--- config.mk ---
export PLATFORM = sky130hd
export DESIGN_NAME = intersection_scheduler
export DESIGN_NICKNAME = d
export VERILOG_FILES = /design/src/rtl/intersection_scheduler.sv
export SDC_FILE = /design/constraint.sdc
export NUM_CORES = 1
export LEC_CHECK = 0
export BUFFER_PORTS_ARGS = -buffer_cell sky130_fd_sc_hd__buf_2
export CORE_MARGIN = 2
export CORE_UTILIZATION = 40
export DETAILED_ROUTE_END_ITERATION = 8
export HOLD_SLACK_MARGIN = 0.05
export SETUP_SLACK_MARGIN = 0.05
export SLEW_MARGIN = 25
export SYNTH_ARGS = -nofsm -noshare
export SYNTH_HDL_FRONTEND = slang
export SYNTH_SLANG_ARGS = --single-unit
--- constraint.sdc ---
create_clock -name clk -period 2.15 [get_ports clk]
set_input_delay 0.1075 -clock clk [delete_from_list [all_inputs] [get_ports clk]]
set_output_delay 0.1075 -clock clk [all_outputs]
set_load 0.01 [all_outputs]
--- src/rtl/intersection_scheduler.sv ---
// Two-road intersection right-of-way scheduler (NS main, EW side, optional walk phase); define PED_REQ_EN to enable pedestrians.
// Latency: demand latched one edge after sampling; lights are registered Moore outputs of the phase state.
// Backpressure: none; requests are level/pulse latches, dropped while their own phase is active.
module intersection_scheduler #(
    parameter int unsigned GREEN_T  = 4,
    parameter int unsigned YELLOW_T = 1,
    parameter int unsigned ALLRED_T = 1,
    parameter int unsigned WALK_T   = 3,
    parameter int unsigned CNT_W    = 4
) (
    input  logic       clk,
    input  logic       rst,
    input  logic       side_req,
    input  logic       ped_req,
    output logic [2:0] ns_rgy,
    output logic [2:0] ew_rgy,
    output logic       walk,
    output logic [2:0] phase
);

    typedef enum logic [2:0] {
        S_NS_GREEN  = 3'd0,
        S_NS_YELLOW = 3'd1,
        S_CLEAR_A   = 3'd2,
        S_EW_GREEN  = 3'd3,
        S_EW_YELLOW = 3'd4,
        S_CLEAR_B   = 3'd5,
        S_WALK      = 3'd6
    } state_t;

    localparam logic [CNT_W-1:0] GREEN_C  = CNT_W'(GREEN_T);
    localparam logic [CNT_W-1:0] YELLOW_C = CNT_W'(YELLOW_T);
    localparam logic [CNT_W-1:0] ALLRED_C = CNT_W'(ALLRED_T);
    localparam logic [CNT_W-1:0] WALK_C   = CNT_W'(WALK_T);

    state_t           state_q, state_d;
    logic [CNT_W-1:0] cnt_q, cnt_d;
    logic             side_pend_q, side_pend_d;
    logic             ped_pend_q, ped_pend_d;
    logic [2:0]       ns_q, ew_q;
    logic             walk_q;

    // {ns_rgy, ew_rgy, walk} for a given state
    function automatic logic [6:0] decode(input state_t s);
        case (s)
            S_NS_GREEN:  return {3'b010, 3'b100, 1'b0};
            S_NS_YELLOW: return {3'b001, 3'b100, 1'b0};
            S_EW_GREEN:  return {3'b100, 3'b010, 1'b0};
            S_EW_YELLOW: return {3'b100, 3'b001, 1'b0};
`ifdef PED_REQ_EN
            S_WALK:      return {3'b100, 3'b100, 1'b1};
`endif
            default:     return {3'b100, 3'b100, 1'b0};
        endcase
    endfunction

`ifndef PED_REQ_EN
    logic unused_ped_req;
    assign unused_ped_req = ped_req;
`endif

    always_comb begin
        state_d     = state_q;
        side_pend_d = (state_q == S_EW_GREEN) ? 1'b0 : (side_pend_q | side_req);
`ifdef PED_REQ_EN
        ped_pend_d  = (state_q == S_WALK) ? 1'b0 : (ped_pend_q | ped_req);
`else
        ped_pend_d  = 1'b0;
`endif
        case (state_q)
            S_NS_GREEN:  if (cnt_q == GREEN_C && (side_pend_q || ped_pend_q)) state_d = S_NS_YELLOW;
            S_NS_YELLOW: if (cnt_q == YELLOW_C) state_d = S_CLEAR_A;
`ifdef PED_REQ_EN
            // side demand wins; otherwise we only got here for a pedestrian
            S_CLEAR_A:   if (cnt_q == ALLRED_C) state_d = side_pend_q ? S_EW_GREEN : S_WALK;
            S_CLEAR_B:   if (cnt_q == ALLRED_C) state_d = ped_pend_q ? S_WALK : S_NS_GREEN;
`else
            S_CLEAR_A:   if (cnt_q == ALLRED_C) state_d = S_EW_GREEN;
            S_CLEAR_B:   if (cnt_q == ALLRED_C) state_d = S_NS_GREEN;
`endif
            S_EW_GREEN:  if (cnt_q == GREEN_C) state_d = S_EW_YELLOW;
            S_EW_YELLOW: if (cnt_q == YELLOW_C) state_d = S_CLEAR_B;
            S_WALK:      if (cnt_q == WALK_C) state_d = S_NS_GREEN;
            default:     state_d = S_NS_GREEN;
        endcase

        if (state_d != state_q)
            cnt_d = '0;
        else if (state_q == S_NS_GREEN && cnt_q == GREEN_C)
            cnt_d = cnt_q;
        else
            cnt_d = cnt_q + 1'b1;
    end

    always_ff @(posedge clk or negedge rst) begin
        if (!rst) begin
            state_q     <= S_NS_GREEN;
            cnt_q       <= '0;
            side_pend_q <= 1'b0;
            ped_pend_q  <= 1'b0;
            ns_q        <= 3'b010;
            ew_q        <= 3'b100;
            walk_q      <= 1'b0;
        end else begin
            state_q                <= state_d;
            cnt_q                  <= cnt_d;
            side_pend_q            <= side_pend_d;
            ped_pend_q             <= ped_pend_d;
            {ns_q, ew_q, walk_q}   <= decode(state_d);
        end
    end

    assign ns_rgy = ns_q;
    assign ew_rgy = ew_q;
    assign walk   = walk_q;
    assign phase  = state_q;

endmodule
==> run_summary.xml <==
<?xml version="1.0" encoding="UTF-8"?>
<metrics>
  <group name="outcome">
    <metric name="outcome" unit="">finished clean</metric>
  </group>
  <group name="floorplan">
    <metric name="initial_core_util" unit="%">43.0</metric>
    <metric name="die_h" unit="um">50.2</metric>
    <metric name="fp.dieW" unit="um">50.2</metric>
    <metric name="fp.dieArea" unit="um2">2520</metric>
    <metric name="ioPinCount" unit="">14</metric>
    <metric name="core_region_area" unit="um2">1980</metric>
    <metric name="placementRows" unit="">16</metric>
  </group>
  <group name="timing">
    <metric name="layout_min_cycle_time" unit="ns">1.79</metric>
    <metric name="fin_setup_tns" unit="ns">0</metric>
    <metric name="timing.fmax" unit="GHz">0.560</metric>
    <metric name="hold_viol" unit="">0</metric>
    <metric name="fin_worst_skew" unit="ns">0.0114</metric>
    <metric name="rsz0062_at_grt" unit="">no</metric>
    <metric name="timing.final.setup_violations" unit="">0</metric>
    <metric name="postLayoutSetupSlackWorst" unit="ns">0.364</metric>
    <metric name="slew_viol_final" unit="">0</metric>
    <metric name="fin_crit_sh" unit="%">83.1</metric>
  </group>
  <group name="layout">
    <metric name="layout.cells.most_common_list" unit="">dfrtp_1 (12), buf_2 (11), nor2_1 (8)</metric>
    <metric name="layout-area-overhead-vs-synth" unit="%">12.0</metric>
    <metric name="layout_commonest_cell" unit="">dfrtp_1</metric>
    <metric name="final_nets" unit="">107</metric>
    <metric name="multi_input_area" unit="um2">444</metric>
    <metric name="num-fill-cells" unit="">195</metric>
    <metric name="insertedDiodeCount" unit="">0</metric>
    <metric name="utilization" unit="%">48.2</metric>
    <metric name="drive_above_1_share" unit="%">25.3</metric>
    <metric name="regArea" unit="um2">353</metric>
  </group>
  <group name="setup_path">
    <metric name="worst_setup_ep_type" unit="">flop</metric>
    <metric name="reg2reg_depth" unit="">6</metric>
    <metric name="worst-r2r-setup-slack" unit="ns">0.36</metric>
    <metric name="path_max_fanout" unit="">5</metric>
    <metric name="setup.worst_path.end" unit="">cnt_q[1]$_DFFE_PN0P_</metric>
    <metric name="crit_cells" unit="">6</metric>
    <metric name="timing.rr.end" unit="">cnt_q[1]$_DFFE_PN0P_</metric>
    <metric name="critPathSlowestCell" unit="">dfrtp_1</metric>
    <metric name="worstPathArrival" unit="ns">1.96</metric>
    <metric name="worstSetupStartpointType" unit="">flop</metric>
    <metric name="worstSetupStartpoint" unit="">cnt_q[1]$_DFFE_PN0P_</metric>
    <metric name="r2r-start" unit="">cnt_q[1]$_DFFE_PN0P_</metric>
    <metric name="cp_cell_sequence" unit="">inv_1, ha_1, or3b_1, a211o_2, o2111ai_1, nor2_1</metric>
    <metric name="cpLargestDelayFamily" unit="">compound AO/OA/AOI/OAI gates</metric>
    <metric name="cpPeakStageDelay" unit="ns">0.43</metric>
    <metric name="cp.required" unit="ns">2.32</metric>
    <metric name="worstPathBufferInverterCount" unit="">1</metric>
    <metric name="timing.setup.critical_path_class" unit="">flop to flop</metric>
  </group>
  <group name="hold_path">
    <metric name="hold_depth" unit="">3</metric>
    <metric name="min-delay-path-class" unit="">input pin to flop</metric>
  </group>
  <group name="routing">
    <metric name="routed_wl" unit="um">1740</metric>
    <metric name="firstDrtPassIters" unit="">4</metric>
    <metric name="drt_initial_violations" unit="">33</metric>
    <metric name="routed_via_count" unit="">710</metric>
    <metric name="route.detailed.drc" unit="">0</metric>
    <metric name="via_per_inst" unit="">5.63</metric>
    <metric name="routedWlPerCell" unit="um">13.8</metric>
    <metric name="drt.antenna.violating_nets" unit="">0</metric>
  </group>
  <group name="synth">
    <metric name="syn_area_per_cell" unit="um2">9.68</metric>
    <metric name="synth_seq_area_share" unit="%">41.4</metric>
    <metric name="synth.cell_area" unit="um2">852</metric>
    <metric name="yosysUniqueCellTypes" unit="">42</metric>
    <metric name="synth.net_count" unit="">95</metric>
    <metric name="synth_top_flop_cell" unit="">dfrtp_1</metric>
    <metric name="synthArstFlopShare" unit="%">100</metric>
    <metric name="synth-seq-cells" unit="">14</metric>
    <metric name="yosys_warnings" unit="">0</metric>
    <metric name="synth_enable_flop_cells" unit="">0</metric>
    <metric name="post_syn_instances" unit="">88</metric>
  </group>
  <group name="placed_design">
    <metric name="place.gp.congestion" unit="">0.758</metric>
    <metric name="detailedPlacementHpwl" unit="um">1170</metric>
    <metric name="io_buffers" unit="">11</metric>
    <metric name="preCtsSetupSlack" unit="ns">0.375</metric>
  </group>
  <group name="clocking">
    <metric name="clock_path_buffers" unit="">2</metric>
    <metric name="path_clk_slew" unit="ns">0.10</metric>
    <metric name="cts_made_buffers" unit="">3</metric>
    <metric name="cts_tree" unit="">yes</metric>
    <metric name="post_cts_buffers" unit="">0</metric>
    <metric name="root_buffer" unit="">clkbuf_4</metric>
    <metric name="clkSinkCount" unit="">14</metric>
    <metric name="insertion_delay" unit="ns">0.29</metric>
    <metric name="htreeDepth" unit="">1</metric>
  </group>
  <group name="power">
    <metric name="power_frac_comb" unit="%">46.0</metric>
    <metric name="pwr-share-clk" unit="%">14.8</metric>
    <metric name="vdd_ir_drop_max" unit="mV">0.557</metric>
    <metric name="power.net_switching" unit="uW">581</metric>
    <metric name="power_density" unit="nW/um2">1390</metric>
    <metric name="seqPwrFrac" unit="%">39.2</metric>
    <metric name="p_leak" unit="uW">0.000403</metric>
    <metric name="internal-power" unit="uW">743</metric>
    <metric name="swShare" unit="%">43.9</metric>
  </group>
  <group name="grt">
    <metric name="number_of_global_route_vias_before_repair" unit="">622</metric>
    <metric name="largest_net_degree_at_the_start_of_global_routing" unit="">19</metric>
    <metric name="antenna_found_initial" unit="">0</metric>
    <metric name="grt_remaining_overflow" unit="">0</metric>
    <metric name="track_usage" unit="%">15.1</metric>
    <metric name="grt_pass1_wl" unit="um">2960</metric>
  </group>
  <group name="flow_run">
    <metric name="maxCapViolations" unit="">0</metric>
  </group>
</metrics>
power by group through the flow:
| stage | clock network, uW | registers, uW | logic [uW] |
|---|---|---|---|
| floorplan | 0 | 469 | 481 |
| global placement | 0 | 519 | 596 |
| detailed placement | 0 | 520 | 605 |
| CTS | 201 | 514 | 611 |
| global route | 215 | 541 | 678 |
| finish | 196 | 519 | 609 |
metal layers:
metal | part of all wire [%] | track usage, % | vias to the layer above
li1 | - | - | 340
met1 | 45 | 22.5 | 329
met2 | 46 | 22.6 | 35
met3 | 7.0 | 1.79 | 6
met4 | 1.8 | 5.09 | 0
met5 | 0 | 0 | -
repair_timing:
item	in CTS	in global routing
resized for setup	0	0
hold buffers	1	0
endpoints found under the hold margin	14	0
worst min-delay path: stages:
cell and delay, ns:
buf_2 0.09, nor2_1 0.07, a21oi_1 0.04
area by class of cell:
| class | instances | share of cell area [%] |
|---|---|---|
| Clock buffer | 4 | 3.80 |
| Timing Repair Buffer | 13 | 7.60 |
| Sequential cell | 14 | 37.0 |
| Multi-Input combinational cell | 64 | 46.5 |
| Inverter | 4 | 1.57 |
| Tap cell | 27 | 3.54 |
worst min-delay path by stage:
| stage | from | slack [ns] | end |
|---|---|---|---|
| finish | side_req | 0.06 | side_pend_q$_DFF_PN0_ |
| global route | side_req | 0.08 | side_pend_q$_DFF_PN0_ |
| CTS | side_req | 0.06 | side_pend_q$_DFF_PN0_ |
| detailed placement | rst | 0.02 | cnt_q[2]$_DFFE_PN0P_ |
| global placement | rst | 0.02 | cnt_q[2]$_DFFE_PN0P_ |
| floorplan | rst | -0.19 | cnt_q[0]$_DFFE_PN0P_ |
sequential cells by signal, indices dropped and copies added (netlist names):
signal,flops
cnt_q,4
ew_rgy,3
side_pend_q,1
ns_rgy,3
phase,3
kinds of logic (layout without fill, tap and decap cells):
family | Yosys count | in the layout | share of synthesized area, %
flops | 14 | 14 | 41.4
xor+xnor | 1 | 1 | 1.03
simple gates | 35 | 35 | 23.8
buf+inv | 10 | 21 | 6.46
mux | 1 | 1 | 1.17
fa+ha+maj | 3 | 3 | 4.41
other cells | 1 | 1 | 0.440
compound gates | 23 | 23 | 21.3
cell usage after synthesis (3+ instances only):
cell type,n,area [um2]
nand3_1,4,20.0
inv_1,4,15.0
ha_1,3,37.5
nor2b_1,4,25.0
dfrtp_1,12,300
o21ai_0,3,15.0
nand2_1,6,22.5
a21oi_1,6,30.0
nor2_1,8,30.0
through the flow:
| stage | instance area (um2) | hold slack [ns] | total power, uW | cells |
|---|---|---|---|---|
| 2_1_floorplan | 852 | -0.188 | 950 | 88 |
| 3_3_place_gp | 908 | 0.0229 | 1110 | 121 |
| 3_5_place_dp | 908 | 0.0232 | 1130 | 121 |
| 4_1_cts | 955 | 0.0612 | 1330 | 126 |
| 5_1_grt | 955 | 0.0770 | 1430 | 126 |
| 6_report | 955 | 0.0612 | 1320 | 126 |
No activity file was read; power rests on OpenSTA's default activity.
